<file path="src/rtl/fwd_hazard_unit.sv">
// fwd_hazard_unit
//   Operand bypass select and load-use stall control for the EX stage.
//   - Forwarding: each of NUM_SRC EX operands picks the youngest of
//     NUM_STAGES later stages that writes its register (stage 0 = EX/MEM).
//   - Load-use: a load in EX whose destination is read by the instruction in
//     ID holds the front end for LOAD_LAT cycles (stall + bubble).
//   - Saturating event counters for stall cycles and forwarding cycles.
//
// Ports
//   clk          rising-edge clock
//   rst          asynchronous reset, active low
//   ex_src_addr  EX operand register numbers, operand i at [5i+4:5i]
//   ex_src_used  EX operand i is actually read
//   stg_dst      destination register per downstream stage, packed likewise
//   stg_wr       downstream stage k writes a register
//   id_src_addr  ID operand register numbers
//   id_src_used  ID operand i is read
//   ex_dst       destination of the instruction in EX
//   ex_memrd     instruction in EX is a load
//   kill         pipeline flush, aborts any stall in the same cycle
//   clr_stats    synchronous clear of both counters
//   fwd_sel      per-operand select: 0 = register file, k = stage k-1
//   stall        hold PC and IF/ID
//   bubble       insert NOP into ID/EX
//   stall_cnt    cycles with stall asserted (saturating)
//   fwd_cnt      cycles with any nonzero select (saturating)

module fwd_hazard_unit #(
  parameter int NUM_SRC    = 2,
  parameter int NUM_STAGES = 2,
  parameter int LOAD_LAT   = 2,
  parameter int CNT_W      = 16,
  parameter int SEL_W      = $clog2(NUM_STAGES + 1)
) (
  input  logic                       clk,
  input  logic                       rst,
  input  logic [NUM_SRC*5-1:0]       ex_src_addr,
  input  logic [NUM_SRC-1:0]         ex_src_used,
  input  logic [NUM_STAGES*5-1:0]    stg_dst,
  input  logic [NUM_STAGES-1:0]      stg_wr,
  input  logic [NUM_SRC*5-1:0]       id_src_addr,
  input  logic [NUM_SRC-1:0]         id_src_used,
  input  logic [4:0]                 ex_dst,
  input  logic                       ex_memrd,
  input  logic                       kill,
  input  logic                       clr_stats,
  output logic [NUM_SRC*SEL_W-1:0]   fwd_sel,
  output logic                       stall,
  output logic                       bubble,
  output logic [CNT_W-1:0]           stall_cnt,
  output logic [CNT_W-1:0]           fwd_cnt
);

  // Down-counter only has to hold LOAD_LAT-1.
  localparam int DCNT_W = (LOAD_LAT > 1) ? $clog2(LOAD_LAT) : 1;

  typedef enum logic {IDLE, STALL} state_t;

  state_t              stateReg, stateNext;
  logic [DCNT_W-1:0]   downReg, downNext;
  logic                stallInt;
  logic                hazard;
  logic [NUM_SRC-1:0]  idMatch;
  logic                anyFwd;
  logic [CNT_W-1:0]    stallCntReg, fwdCntReg;

  // ---------------------------------------------------------------------
  // Forwarding selects. Stages are scanned oldest to youngest so that the
  // youngest matching stage is the last assignment and therefore wins.
  // ---------------------------------------------------------------------
  genvar gi;
  generate
    for (gi = 0; gi < NUM_SRC; gi++) begin : gSrc
      logic [SEL_W-1:0] srcSel;
      logic [4:0]       srcAddr;

      assign srcAddr = ex_src_addr[gi*5 +: 5];

      always_comb begin
        srcSel = '0;
        if (ex_src_used[gi]) begin
          for (int k = NUM_STAGES - 1; k >= 0; k--) begin
            // r0 is hard-wired zero, never bypass it.
            if (stg_wr[k] && (stg_dst[k*5 +: 5] != 5'd0) &&
                (stg_dst[k*5 +: 5] == srcAddr)) begin
              srcSel = SEL_W'(k + 1);
            end
          end
        end
      end

      assign fwd_sel[gi*SEL_W +: SEL_W] = srcSel;

      assign idMatch[gi] = id_src_used[gi] && (id_src_addr[gi*5 +: 5] == ex_dst);
    end
  endgenerate

  assign anyFwd = |fwd_sel;
  assign hazard = ex_memrd && (ex_dst != 5'd0) && (|idMatch);

  // ---------------------------------------------------------------------
  // Stall FSM. The first stall cycle is raised combinationally from IDLE;
  // STALL covers the remaining LOAD_LAT-1 cycles.
  // ---------------------------------------------------------------------
  always_ff @(posedge clk or negedge rst) begin
    if (!rst) begin
      stateReg <= IDLE;
      downReg  <= '0;
    end else begin
      stateReg <= stateNext;
      downReg  <= downNext;
    end
  end

  always_comb begin
    stateNext = stateReg;
    downNext  = downReg;
    stallInt  = 1'b0;
    case (stateReg)
      IDLE: begin
        stallInt = hazard && !kill;
        if (hazard && !kill && (LOAD_LAT > 1)) begin
          stateNext = STALL;
          downNext  = DCNT_W'(LOAD_LAT - 1);
        end
      end
      STALL: begin
        stallInt = !kill;
        if (kill || (downReg == DCNT_W'(1))) begin
          stateNext = IDLE;
          downNext  = '0;
        end else begin
          downNext = downReg - DCNT_W'(1);
        end
      end
      default: begin
        stateNext = IDLE;
        downNext  = '0;
      end
    endcase
  end

  // Gate with reset so the combinational IDLE path cannot assert while the
  // unit is held in reset.
  assign stall  = stallInt && rst;
  assign bubble = stallInt && rst;

  // ---------------------------------------------------------------------
  // Saturating statistics counters.
  // ---------------------------------------------------------------------
  always_ff @(posedge clk or negedge rst) begin
    if (!rst) begin
      stallCntReg <= '0;
      fwdCntReg   <= '0;
    end else if (clr_stats) begin
      stallCntReg <= '0;
      fwdCntReg   <= '0;
    end else begin
      if (stallInt && (stallCntReg != '1)) begin
        stallCntReg <= stallCntReg + CNT_W'(1);
      end
      if (anyFwd && (fwdCntReg != '1)) begin
        fwdCntReg <= fwdCntReg + CNT_W'(1);
      end
    end
  end

  assign stall_cnt = stallCntReg;
  assign fwd_cnt   = fwdCntReg;

endmodule

</file>
<file path="config.mk">
export PLATFORM = sky130hd
export DESIGN_NAME = fwd_hazard_unit
export DESIGN_NICKNAME = d
export VERILOG_FILES = /design/src/rtl/fwd_hazard_unit.sv
export SDC_FILE = /design/constraint.sdc
export NUM_CORES = 1
export LEC_CHECK = 0
export BUFFER_PORTS_ARGS = -buffer_cell sky130_fd_sc_hd__buf_2
export CAP_MARGIN = 20
export CORE_ASPECT_RATIO = 1.1
export CORE_MARGIN = 1.5
export CORE_UTILIZATION = 55
export DETAILED_ROUTE_END_ITERATION = 16
export HOLD_SLACK_MARGIN = 0.06
export PLACE_DENSITY = 0.86
export REMOVE_ABC_BUFFERS = 1
export SLEW_MARGIN = 20
export SYNTH_ARGS = -nofsm -noshare
export SYNTH_HDL_FRONTEND = slang
export SYNTH_SLANG_ARGS = --single-unit
</file>
<file path="constraint.sdc">
create_clock -name clk -period 6 [get_ports clk]
set_input_delay 0.6 -clock clk [delete_from_list [all_inputs] [get_ports clk]]
set_output_delay 0.6 -clock clk [all_outputs]
set_load 0.005 [all_outputs]
</file>
==> reports/metrics.csv, run 1 <==
stage,metric,value,unit
finish,synthToLayoutAreaGrowth,22.13,%
power,comb_power_share,12.5,%
power,internal,0.4313,mW
timing,timing.final.setup_violations,0,
die,top_level_ports,84,
detailed_routing,post_drt_wl_per_cell,13.56,um
placement,dpl.cell_count,416,
synth,synthTopCellsByArea,"sky130_fd_sc_hd__dfrtp_1 (34%), sky130_fd_sc_hd__xnor2_1 (6.9%), sky130_fd_sc_hd__mux2_2 (5.4%)",
synth,synthMostInstantiatedCell,sky130_fd_sc_hd__dfrtp_1,
finish,layout.cells.non_filler,424,
synth,netlist_instances,292,
clock_network,cts_repair_resize_count,0,
synth,post-synth-top-area-cell,sky130_fd_sc_hd__dfrtp_1,
global_route,grt.overflow.total,0,
finish,layout.core_utilization,70.82,%
timing,slew_viol_final,0,
power,max-vdd-ir-drop,0.1371,mV
setup_path,timing.setup.critical_path_class,reg2reg,
setup_path,regToRegStartpoint,fwd_cnt[0]$_DFFE_PN0P_,
setup_path,path_max_fanout,5,
finish,multi_input_comb_area,0.001563,mm^2
clock_network,worst_skew_pair.late_latency,0.29,ns
detailed_routing,vias_per_cell,5.724,
synth,synth_warn,0,
power,power.static_leakage,1.354,nW
timing,fmaxAchievable,0.3853,GHz
detailed_routing,remaining_drc_errors,0,
detailed_routing,final_antenna_net_count,0,
die,rows,25,
timing,worst-slew-pin-transition,0.8022,ns
clock_network,number_of_buffers_inserted_during_clock_tree_synthesis,5,
power,power.switching,0.1288,mW
detailed_routing,detail_route.wirelength,5751,um
clock_network,cts_hold_repair.buffers,0,
power,clock_power_share,45.5,%
clock_network,cts_root_buf,sky130_fd_sc_hd__clkbuf_8,
setup_path,timing.critical_path.from_type,flip-flop,
die,initial_core_util,57.99,%
detailed_routing,dr.pass1.iters,5,
global_route,grt_pass1_vias,2207,
die,die_area,0.005000,mm^2
clock_network,post-cts-setup-buffers,0,
synth,postSynthRegisterBits,34,
global_route,grt_pass1_wl,9501,um
finish,filler_cell_count,334,
placement,post-dp-hpwl,4314,um
timing,totalNegativeSetupSlack,0,ns
detailed_routing,routed-via-count,2427,
placement,gp_routability_congestion,0.8805,
clock_network,clk_pin_slew,0.08,ns
power,design_power_total,0.5601,mW
power,sw_frac_of_total,22.99,%
finish,antenna_cells_inserted,0,
timing,fin_crit,2.596,ns
synth,synth_seq_area_share,33.75,%
timing,relSlewSlack,46.11,%
synth,postSynthAreaPerCell,8.634,um^2
setup_path,critPathRequiredTime,6.17,ns
synth,ys_top_cells_by_count,"sky130_fd_sc_hd__dfrtp_1 (34), sky130_fd_sc_hd__nor2_1 (26), sky130_fd_sc_hd__xnor2_1 (20)",
synth,asyncSetResetFlopFracSynth,100.0,%
synth,netlist-cell-type-count,45,
min_path,timing.hold.worst.class,in2async,
synth,count_of_flip_flops_with_a_built_in_enable_after_synthesis,0,
synth,netlist.area_leader.share,33.75,%
synth,syn-cell-area,0.002521,mm^2
outcome,run_status,completed,
die,die_h,74.01,um
die,fp.coreArea,0.004348,mm^2
detailed_routing,drt_first_iter_violations,102,
setup_path,worst-r2r-cell-count,7,
job,count_of_max_cap_constraint_violations,0,
die,floorplan.die.width,67.56,um
setup_path,worst_ep_arrival_time,2.77,ns
global_route,antenna_violations_before_repair,0,
timing,timing.final.crit_share,43.26,%
finish,register_cell_area_after_layout,850.8,um^2
clock_network,tritoncts,built,
timing,fin_worst_skew,0.004571,ns
clock_network,cts.path.max_buffers,2,
placement,portBuffers,83,
finish,share_of_post_route_cells_with_drive_strength_above_1,30.54,%
setup_path,crit-reg2reg-capture,fwd_cnt[14]$_DFFE_PN0P_,
power,cellPowerDensity,181.9,mW/mm^2
global_route,global_route.usage.total,24.17,%
synth,synth_top_flop_cell,sky130_fd_sc_hd__dfrtp_1,
timing,grt_setup_unrepaired,false,
global_route,grt_start_max_net_pins,48,
power,seqPwrFrac,42.0,%
setup_path,end_kind,flip-flop,
timing,hold_violation_total_from_the_final_report,0,
clock_network,cts_max_level,2,
clock_network,clkSinkCount,34,
setup_path,regToRegSetupSlack,3.40,ns
finish,finalNetCount,417,
## metal layers
layer / up-vias / track usage (%) / share of wire [%]
met5: - / 0 / 0
met4: 0 / 7.483 / 0.92
met3: 8 / 4.085 / 5.6
met2: 81 / 42.48 / 50
met1: 1128 / 30.13 / 43
li1: 1210 / - / -
## how the worst max path moves through the flow
stage	to	cells after the start	slack, ns	startpoint
after global routing	fwd_cnt[14]$_DFFE_PN0P_	7	3.24	fwd_cnt[0]$_DFFE_PN0P_
after floorplan	fwd_cnt[13]$_DFFE_PN0P_	6	3.49	stg_dst[1]
after global placement	fwd_cnt[13]$_DFFE_PN0P_	7	3.28	stg_dst[1]
after detailed placement	fwd_cnt[6]$_DFFE_PN0P_	7	3.25	stg_dst[1]
after CTS	fwd_cnt[14]$_DFFE_PN0P_	7	3.44	fwd_cnt[0]$_DFFE_PN0P_
final	fwd_cnt[14]$_DFFE_PN0P_	7	3.40	fwd_cnt[0]$_DFFE_PN0P_
## power by group through the flow
stage	logic, mW	registers, mW	clock network, mW
finish	0.0700	0.235	0.255
global route	0.0780	0.236	0.271
CTS	0.0711	0.235	0.259
detailed placement	0.0709	0.240	0
global placement	0.0680	0.239	0
floorplan	0.0336	0.239	0
## stage by stage
step / setup WS, ns / hold slack (ns) / instance area, um^2
global placement: 3.284 / 0.4571 / 2942
global route: 3.235 / 0.4545 / 3079
detailed placement: 3.248 / 0.4959 / 2942
floorplan: 3.494 / 0.3044 / 2451
CTS: 3.437 / 0.4080 / 3079
finish: 3.405 / 0.3837 / 3079
## cells by family (layout without fill, tap and decap cells)
family          after synthesis  count (layout)  synth area share [%]
compound gates               62              62                 17.42
buf+inv                      24             102                 4.268
fa+ha+maj                     2               2                0.9924
flops                        34              34                 33.75
xor+xnor                     31              31                 10.77
mux                          16              16                 7.047
simple gates                123             123                 25.76
## worst max-delay path, cell delays in order, from the launching register on
cell,delay (ns)
sky130_fd_sc_hd__dfrtp_1,0.42
sky130_fd_sc_hd__ha_1,0.24
sky130_fd_sc_hd__nand2_1,0.14
sky130_fd_sc_hd__or2_2,0.34
sky130_fd_sc_hd__a41oi_1,0.37
sky130_fd_sc_hd__o21ai_0,0.32
sky130_fd_sc_hd__o22ai_1,0.29
sky130_fd_sc_hd__mux2_2,0.36
## flip-flops by register name (all words and copies together) (netlist names)
| signal | flops |
|---|---|
| stall_cnt | 16 |
| downReg | 1 |
| fwd_cnt | 16 |
| stateReg | 1 |
## layout by cell type (no fill, tap or decap), types with 4 or more instances in the layout
| cell type | netlist | routed |
|---|---|---|
| sky130_fd_sc_hd__buf_2 | 2 | 83 |
| sky130_fd_sc_hd__dfrtp_1 | 34 | 34 |
| sky130_fd_sc_hd__nor2_1 | 26 | 26 |
| sky130_fd_sc_hd__xnor2_1 | 20 | 20 |
| sky130_fd_sc_hd__nand2_1 | 18 | 18 |
| sky130_fd_sc_hd__a21oi_1 | 17 | 17 |
| sky130_fd_sc_hd__nand3_1 | 16 | 16 |
| sky130_fd_sc_hd__o21ai_0 | 15 | 15 |
| sky130_fd_sc_hd__nor2b_1 | 13 | 13 |
| sky130_fd_sc_hd__nand4_1 | 12 | 12 |
| sky130_fd_sc_hd__or3_1 | 12 | 12 |
| sky130_fd_sc_hd__mux2_2 | 12 | 12 |
| sky130_fd_sc_hd__xor2_1 | 11 | 11 |
| sky130_fd_sc_hd__inv_1 | 10 | 10 |
| sky130_fd_sc_hd__o22ai_1 | 7 | 7 |
| sky130_fd_sc_hd__nor3_1 | 6 | 6 |
| sky130_fd_sc_hd__clkbuf_8 | 0 | 5 |
| sky130_fd_sc_hd__or4_1 | 4 | 4 |
| sky130_fd_sc_hd__a211oi_1 | 4 | 4 |
## cell type report
| class | instances | area share [%] |
|---|---|---|
| Multi-Input combinational cell | 234 | 50.75 |
| Timing Repair Buffer | 84 | 13.73 |
| Clock buffer | 5 | 2.235 |
| Clock inverter | 3 | 2.235 |
| Tap cell | 54 | 2.194 |
| Inverter | 10 | 1.219 |
| Sequential cell | 34 | 27.63 |
Note: power is estimated with default switching activity, not from simulation.
==> inputs of run 2 (changes only) <==
--- a/config.mk
+++ b/config.mk
@@ -9,10 +9,10 @@
 export CAP_MARGIN = 20
 export CORE_ASPECT_RATIO = 1.1
 export CORE_MARGIN = 1.5
-export CORE_UTILIZATION = 55
+export CORE_UTILIZATION = 51
 export DETAILED_ROUTE_END_ITERATION = 16
 export HOLD_SLACK_MARGIN = 0.06
-export PLACE_DENSITY = 0.86
+export PLACE_DENSITY = 0.81
 export REMOVE_ABC_BUFFERS = 1
 export SLEW_MARGIN = 20
 export SYNTH_ARGS = -nofsm -noshare
==> constraint.sdc (replaced) <==
create_clock -name clk -period 2.7 [get_ports clk]
set_input_delay 0.27 -clock clk [delete_from_list [all_inputs] [get_ports clk]]
set_output_delay 0.27 -clock clk [all_outputs]
set_load 0.005 [all_outputs]
==> run 2 against run 1 <==
  * Clock-buffer cell count is 1 higher
  * Flip-flop and latch count stayed put
  * Final area is 0.81% higher
  * Sequential share of layout area is 0.22 points lower
  * Fmax is 7.6% higher
  * Combinational power is 130% higher
  * Clock skew is 0.0022 ns higher
  * Setup slack worse by 3.1 ns
  * Wire length is 2.4% higher
  * Register-to-register slack worse by 3.1 ns
  * Critical endpoint is now fwd_cnt[10]$_DFFE_PN0P_
  * Highest routed layer unchanged
==> reports/metrics.csv, run 2 (same netlist as run 1, synthesis figures left out) <==
stage,metric,value,unit
setup_path,cell_by_cell_trace_of_the_critical_path,ha_1 -> nand2_1 -> or2_2 -> a41oi_2 -> or3b_1 -> o22ai_1 -> mux2_2,
placement,portBuffers,83,
setup_path,critPathRequiredTime,2.87,ns
timing,totalNegativeSetupSlack,0,ns
setup_path,worst_setup_path_startpoint,fwd_cnt[0]$_DFFE_PN0P_,
timing,fmaxAchievable,0.4146,GHz
detailed_routing,remaining_drc_errors,0,
power,power.static_leakage,1.367,nW
min_path,timing.hold.worst.class,in2reg,
detailed_routing,final_antenna_net_count,0,
timing,fin_worst_skew,0.006790,ns
timing,fin_crit,2.412,ns
global_route,antenna_violations_before_repair,0,
setup_path,crit-reg2reg-capture,fwd_cnt[10]$_DFFE_PN0P_,
clock_network,tritoncts,built,
clock_network,cts_max_level,2,
clock_network,clk_pin_slew,0.07,ns
die,top_level_ports,84,
clock_network,cts_root_buf,sky130_fd_sc_hd__clkbuf_8,
finish,most_frequent_standard_cell_in_the_layout_excluding_fill_and_tap_cells,sky130_fd_sc_hd__buf_2,
finish,share_of_post_route_cells_with_drive_strength_above_1,31.28,%
timing,timing.final.setup_violations,0,
detailed_routing,vias_per_cell,5.744,
die,die_area,0.005374,mm^2
setup_path,slowest_stage,sky130_fd_sc_hd__dfrtp_1,
setup_path,path_max_fanout,5,
global_route,grt_pass1_wl,10030,um
clock_network,worst_skew_pair.late_latency,0.28,ns
setup_path,timing.setup.critical_path_class,reg2reg,
power,max-vdd-ir-drop,0.2223,mV
timing,worst-slew-pin-transition,0.7781,ns
die,floorplan.die.width,70.04,um
finish,finish.instance_area,0.003104,mm^2
job,count_of_max_cap_constraint_violations,0,
power,cellPowerDensity,372.5,mW/mm^2
die,initial_core_util,53.82,%
global_route,grt_start_max_net_pins,48,
timing,timing.final.crit_share,89.32,%
setup_path,critical_path.endpoint,fwd_cnt[10]$_DFFE_PN0P_,
setup_path,worst_ep_arrival_time,2.58,ns
finish,antenna_cells_inserted,0,
setup_path,cpPeakStageDelay,0.41,ns
placement,dpl_cell_area,0.002974,mm^2
setup_path,timing.critical_path.from_type,flip-flop,
placement,dpl.cell_count,422,
setup_path,end_kind,flip-flop,
detailed_routing,post_drt_wl_per_cell,13.70,um
timing,grt_setup_unrepaired,false,
clock_network,cts.path.max_buffers,2,
min_path,min_path_cells,3,
outcome,run_status,completed,
finish,final_cell_mix,"sky130_fd_sc_hd__buf_2 (83), sky130_fd_sc_hd__dfrtp_1 (34), sky130_fd_sc_hd__nor2_1 (26), sky130_fd_sc_hd__xnor2_1 (20), sky130_fd_sc_hd__nand2_1 (18)",
placement,gp_routability_congestion,0.8878,
die,fp.coreArea,0.004684,mm^2
global_route,global_route.usage.total,22.17,%
detailed_routing,drt_first_iter_violations,169,
timing,hold_violation_total_from_the_final_report,0,
detailed_routing,dr.pass1.iters,4,
finish,synthToLayoutAreaGrowth,23.13,%
global_route,grt_pass1_vias,2288,
timing,relSlewSlack,48.13,%
global_route,grt.overflow.total,0,
clock_network,clkSinkCount,34,
setup_path,regToRegStartpoint,fwd_cnt[0]$_DFFE_PN0P_,
placement,post-dp-hpwl,4352,um
clock_network,number_of_buffers_inserted_during_clock_tree_synthesis,5,
setup_path,regToRegSetupSlack,0.29,ns
detailed_routing,detail_route.wirelength,5890,um
die,die_h,76.74,um
setup_path,worst-r2r-cell-count,7,
timing,slew_viol_final,0,
detailed_routing,routed-via-count,2470,
finish,finalNetCount,422,
die,rows,26,
finish,layout.cells.non_filler,430,
==> run 2: power breakdown <==
group          switching [mW]  leakage, nW  internal [mW]
sequential            0.00419        0.473          0.518
clock                   0.179       0.0573          0.295
combinational          0.0863        0.836         0.0743
==> run 2: area by class of cell <==
| cell class | count | area, um^2 |
|---|---|---|
| clock buffer | 6 | 82.58 |
| clock inverter | 1 | 30.03 |
| fill | 394 | 1580 |
| inverter | 10 | 37.54 |
| multi-input combinational | 234 | 1570 |
| sequential | 34 | 850.8 |
| tap | 56 | 70.07 |
| timing repair buffer | 89 | 462.9 |
==> run 2: worst max-delay path, delay by kind of cell (launching register included) <==
family	cells	cell delay [ns]
AO/OA/AOI/OAI	2	0.43
AND/OR/NAND/NOR	3	0.86
adder cells (fa/ha/maj)	1	0.26
flip-flops	1	0.41
multiplexers	1	0.35
==> run 2: per-layer routing <==
metal	vias up	part of all wire [%]	track usage, %
li1	1224	-	-
met1	1144	45	29.43
met2	93	48	36.57
met3	9	5.8	3.942
met4	0	1.0	7.308
met5	-	0	0
==> run 2: worst min-delay path by stage <==
| stage | startpoint | end | slack, ns |
|---|---|---|---|
| after floorplan | rst | downReg$_DFFE_PN0P_ | -0.03 |
| after global placement | rst | stall_cnt[8]$_DFFE_PN0P_ | 0.36 |
| after detailed placement | rst | stall_cnt[15]$_DFFE_PN0P_ | 0.36 |
| after CTS | kill | stateReg$_DFF_PN0_ | 0.37 |
| after global routing | kill | stateReg$_DFF_PN0_ | 0.41 |
| final | kill | stateReg$_DFF_PN0_ | 0.38 |
==> run 2: timing repair <==
| item | CTS | global route |
|---|---|---|
| buffers inserted | 0 | 0 |
| endpoints found under the setup margin | 0 | 3 |
| endpoints found under the hold margin | 31 | 0 |
| hold buffers | 1 | 0 |
| gates resized for setup | 0 | 1 |
==> run 2: per-stage QoR <==
step | power, mW | hold WS (ns) | utilization (%) | setup WS [ns]
detailed placement | 0.6916 | 0.3594 | 63.49 | 0.2488
global route | 1.212 | 0.4133 | 66.27 | 0.1063
CTS | 1.174 | 0.3718 | 66.11 | 0.2210
finish | 1.156 | 0.3835 | 66.27 | 0.2883
global placement | 0.6876 | 0.3604 | 63.49 | 0.2870
floorplan | 0.6059 | -0.02559 | - | 0.2421
==> inputs of run 3 (changes only) <==
--- a/config.mk
+++ b/config.mk
@@ -5,6 +5,7 @@
 export SDC_FILE = /design/constraint.sdc
 export NUM_CORES = 1
 export LEC_CHECK = 0
+export ABC_CLOCK_PERIOD_IN_PS = 2700
 export BUFFER_PORTS_ARGS = -buffer_cell sky130_fd_sc_hd__buf_2
 export CAP_MARGIN = 20
 export CORE_ASPECT_RATIO = 1.1
==> constraint.sdc (replaced) <==
create_clock -name clk -period 2.7 [get_ports clk]
set_input_delay 0.27 -clock clk [delete_from_list [all_inputs] [get_ports clk]]
set_output_delay 0.27 -clock clk [all_outputs]
set_load 0.1 [all_outputs]
==> run 3 against run 2 <==
  * Combinational power rose by 8%
  * Non-clock buffer count unchanged
  * Sequential share of layout area grew 0.22 points
  * First-iteration DRC count decreased by 49%
  * Clock power decreased by 15%
  * Global-route usage grew 0.13 points
  * Largest cell class unchanged
  * Largest power group unchanged
  * Highest routed layer unchanged
==> reports/metrics.csv, run 3 (same netlist as run 1, synthesis figures left out) <==
stage,metric,value,unit
outcome,run_status,completed,
finish,most_frequent_standard_cell_in_the_layout_excluding_fill_and_tap_cells,sky130_fd_sc_hd__buf_2,
setup_path,timing.setup.critical_path_class,reg2reg,
setup_path,timing.critical_path.from_type,flip-flop,
timing,hold_violation_total_from_the_final_report,0,
setup_path,crit_family,simple AND/OR/NAND/NOR gates,
clock_network,worst_skew_pair.late_latency,0.29,ns
finish,filler_cell_count,405,
die,fp.coreArea,0.004684,mm^2
global_route,antenna_violations_before_repair,0,
clock_network,tritoncts,built,
placement,dpl_cell_area,0.002974,mm^2
die,initial_core_util,53.82,%
setup_path,cell_by_cell_trace_of_the_critical_path,ha_1 -> nand2_1 -> or2_2 -> a41oi_1 -> or3b_1 -> o22ai_1 -> mux2_2,
power,seqPwrFrac,47.5,%
die,rows,26,
detailed_routing,routed-via-count,2453,
placement,gp_routability_congestion,0.8696,
finish,finalNetCount,422,
clock_network,cts.path.max_buffers,2,
timing,timing.final.setup_violations,0,
clock_network,cts_root_buf,sky130_fd_sc_hd__clkbuf_8,
finish,register_cell_area_after_layout,850.8,um^2
clock_network,clk_pin_slew,0.07,ns
finish,antenna_cells_inserted,0,
setup_path,cpPeakStageDelay,0.40,ns
setup_path,critPathBufInv,0,
setup_path,crit-reg2reg-capture,fwd_cnt[10]$_DFFE_PN0P_,
detailed_routing,remaining_drc_errors,0,
detailed_routing,dr.pass1.iters,4,
placement,post-dp-hpwl,4432,um
setup_path,end_kind,flip-flop,
die,floorplan.die.width,70.04,um
power,power.switching,0.3007,mW
clock_network,clkSinkCount,34,
detailed_routing,final_antenna_net_count,0,
global_route,grt_pass1_vias,2224,
power,max-vdd-ir-drop,0.1721,mV
power,internal,0.7968,mW
timing,totalNegativeSetupSlack,0,ns
min_path,timing.hold.worst.class,in2reg,
timing,fin_worst_skew,0.004751,ns
power,clock_power_share,36.6,%
placement,portBuffers,83,
detailed_routing,drt_first_iter_violations,87,
die,die_h,76.74,um
timing,grt_setup_unrepaired,false,
setup_path,worst_ep_arrival_time,2.65,ns
timing,slew_viol_final,0,
min_path,timing.hold.worst.start,kill,
global_route,grt_pass1_wl,9949,um
die,die_area,0.005374,mm^2
finish,synthToLayoutAreaGrowth,22.13,%
job,count_of_max_cap_constraint_violations,0,
timing,worst-slew-pin-transition,0.7900,ns
global_route,grt_start_max_net_pins,48,
min_path,min_delay_worst_endpoint,stateReg$_DFF_PN0_,
clock_network,cts_max_level,2,
global_route,global_route.usage.total,22.30,%
setup_path,regToRegSetupSlack,0.23,ns
power,cellPowerDensity,356.4,mW/mm^2
die,top_level_ports,84,
finish,multi_input_comb_area,0.001563,mm^2
min_path,min_path_cells,3,
detailed_routing,vias_per_cell,5.691,
setup_path,slowest_stage,sky130_fd_sc_hd__dfrtp_1,
setup_path,critPathRequiredTime,2.88,ns
setup_path,regToRegStartpoint,fwd_cnt[0]$_DFFE_PN0P_,
timing,fin_crit,2.472,ns
finish,share_of_post_route_cells_with_drive_strength_above_1,31.20,%
setup_path,worst-r2r-cell-count,7,
power,power.static_leakage,1.356,nW
timing,fmaxAchievable,0.4045,GHz
timing,relSlewSlack,47.33,%
clock_network,number_of_buffers_inserted_during_clock_tree_synthesis,5,
global_route,grt.overflow.total,0,
detailed_routing,detail_route.wirelength,5957,um
timing,timing.final.crit_share,91.57,%
detailed_routing,post_drt_wl_per_cell,13.82,um
finish,final_cell_mix,"sky130_fd_sc_hd__buf_2 (83), sky130_fd_sc_hd__dfrtp_1 (34), sky130_fd_sc_hd__nor2_1 (26), sky130_fd_sc_hd__xnor2_1 (20), sky130_fd_sc_hd__nand2_1 (18)",
setup_path,path_max_fanout,5,
finish,finish.instance_area,0.003079,mm^2
power,comb_power_share,15.9,%
power,sw_frac_of_total,27.40,%
==> run 3: cell count changes in the layout (fill, tap and decap cells not counted) <==
cell / delta
sky130_fd_sc_hd__a41oi_1: +1
sky130_fd_sc_hd__a41oi_2: -1
sky130_fd_sc_hd__bufinv_16: -1
sky130_fd_sc_hd__clkinv_2: +1
sky130_fd_sc_hd__clkinvlp_4: +1
sky130_fd_sc_hd__o21ai_0: -1
sky130_fd_sc_hd__o21ai_1: +1
==> run 3: worst max path at each step <==
| stage | from | to | slack [ns] | cells past startpoint |
|---|---|---|---|---|
| after floorplan | ex_dst[1] | bubble | -2.67 | 4 |
| after global placement | fwd_cnt[0]$_DFFE_PN0P_ | fwd_cnt[12]$_DFFE_PN0P_ | 0.29 | 7 |
| after detailed placement | fwd_cnt[1]$_DFFE_PN0P_ | fwd_cnt[10]$_DFFE_PN0P_ | 0.24 | 7 |
| after CTS | fwd_cnt[0]$_DFFE_PN0P_ | fwd_cnt[12]$_DFFE_PN0P_ | 0.23 | 7 |
| after global routing | fwd_cnt[0]$_DFFE_PN0P_ | fwd_cnt[8]$_DFFE_PN0P_ | 0.1 | 7 |
| final | fwd_cnt[0]$_DFFE_PN0P_ | fwd_cnt[10]$_DFFE_PN0P_ | 0.23 | 7 |
==> run 3: routing by layer <==
metal  part of all wire, %  vias up  global-route usage, %  wire (um)
met5                     0        -                      0          0
met4                  0.96        0                  5.769         57
met3                   6.2        6                  5.256        371
met2                    50       90                  38.57       2950
met1                    43     1136                  27.90       2578
li1                      -     1221                      -          -
==> run 3: area by class of cell <==
class	count	area share (%)
flip-flops and latches	34	27.63
clock inverters	2	0.4063
repair buffers	89	15.03
clock buffers	6	2.682
inverters	10	1.219
multi-input cells	234	50.75
well taps	56	2.276
==> run 3: per-stage QoR <==
step	instances	hold WS, ns	worst slack [ns]	power (mW)	util [%]
global route	431	0.3721	0.09809	1.156	65.73
detailed placement	422	0.3529	0.2411	0.7059	63.49
global placement	422	0.3581	0.2912	0.7015	63.49
finish	431	0.3748	0.2277	1.098	65.73
CTS	431	0.3709	0.2255	1.114	65.73
floorplan	278	-0.02559	-2.672	0.6198	-
==> run 3: power groups by stage <==
| stage | logic, mW | clock network, mW | registers [mW] |
|---|---|---|---|
| 5_1_grt | 0.192 | 0.441 | 0.523 |
| 2_1_floorplan | 0.0812 | 0 | 0.539 |
| 4_1_cts | 0.176 | 0.417 | 0.522 |
| 3_3_place_gp | 0.170 | 0 | 0.531 |
| 6_report | 0.174 | 0.401 | 0.522 |
| 3_5_place_dp | 0.174 | 0 | 0.532 |
==> run 3: timing repair <==
item / 4_1_cts / 5_1_grt
resized for setup: 0 / 1
hold endpoints to repair: 34 / 0
hold buffers: 1 / 0
buffers inserted: 0 / 0
setup endpoints to repair: 0 / 1
==> run 3: tightest hold or removal path, delay by kind of cell <==
| family | cells | cell delay [ns] |
|---|---|---|
| buffers and inverters | 1 | 0.09 |
| AND/OR/NAND/NOR | 1 | 0.13 |
| AO/OA/AOI/OAI | 1 | 0.11 |
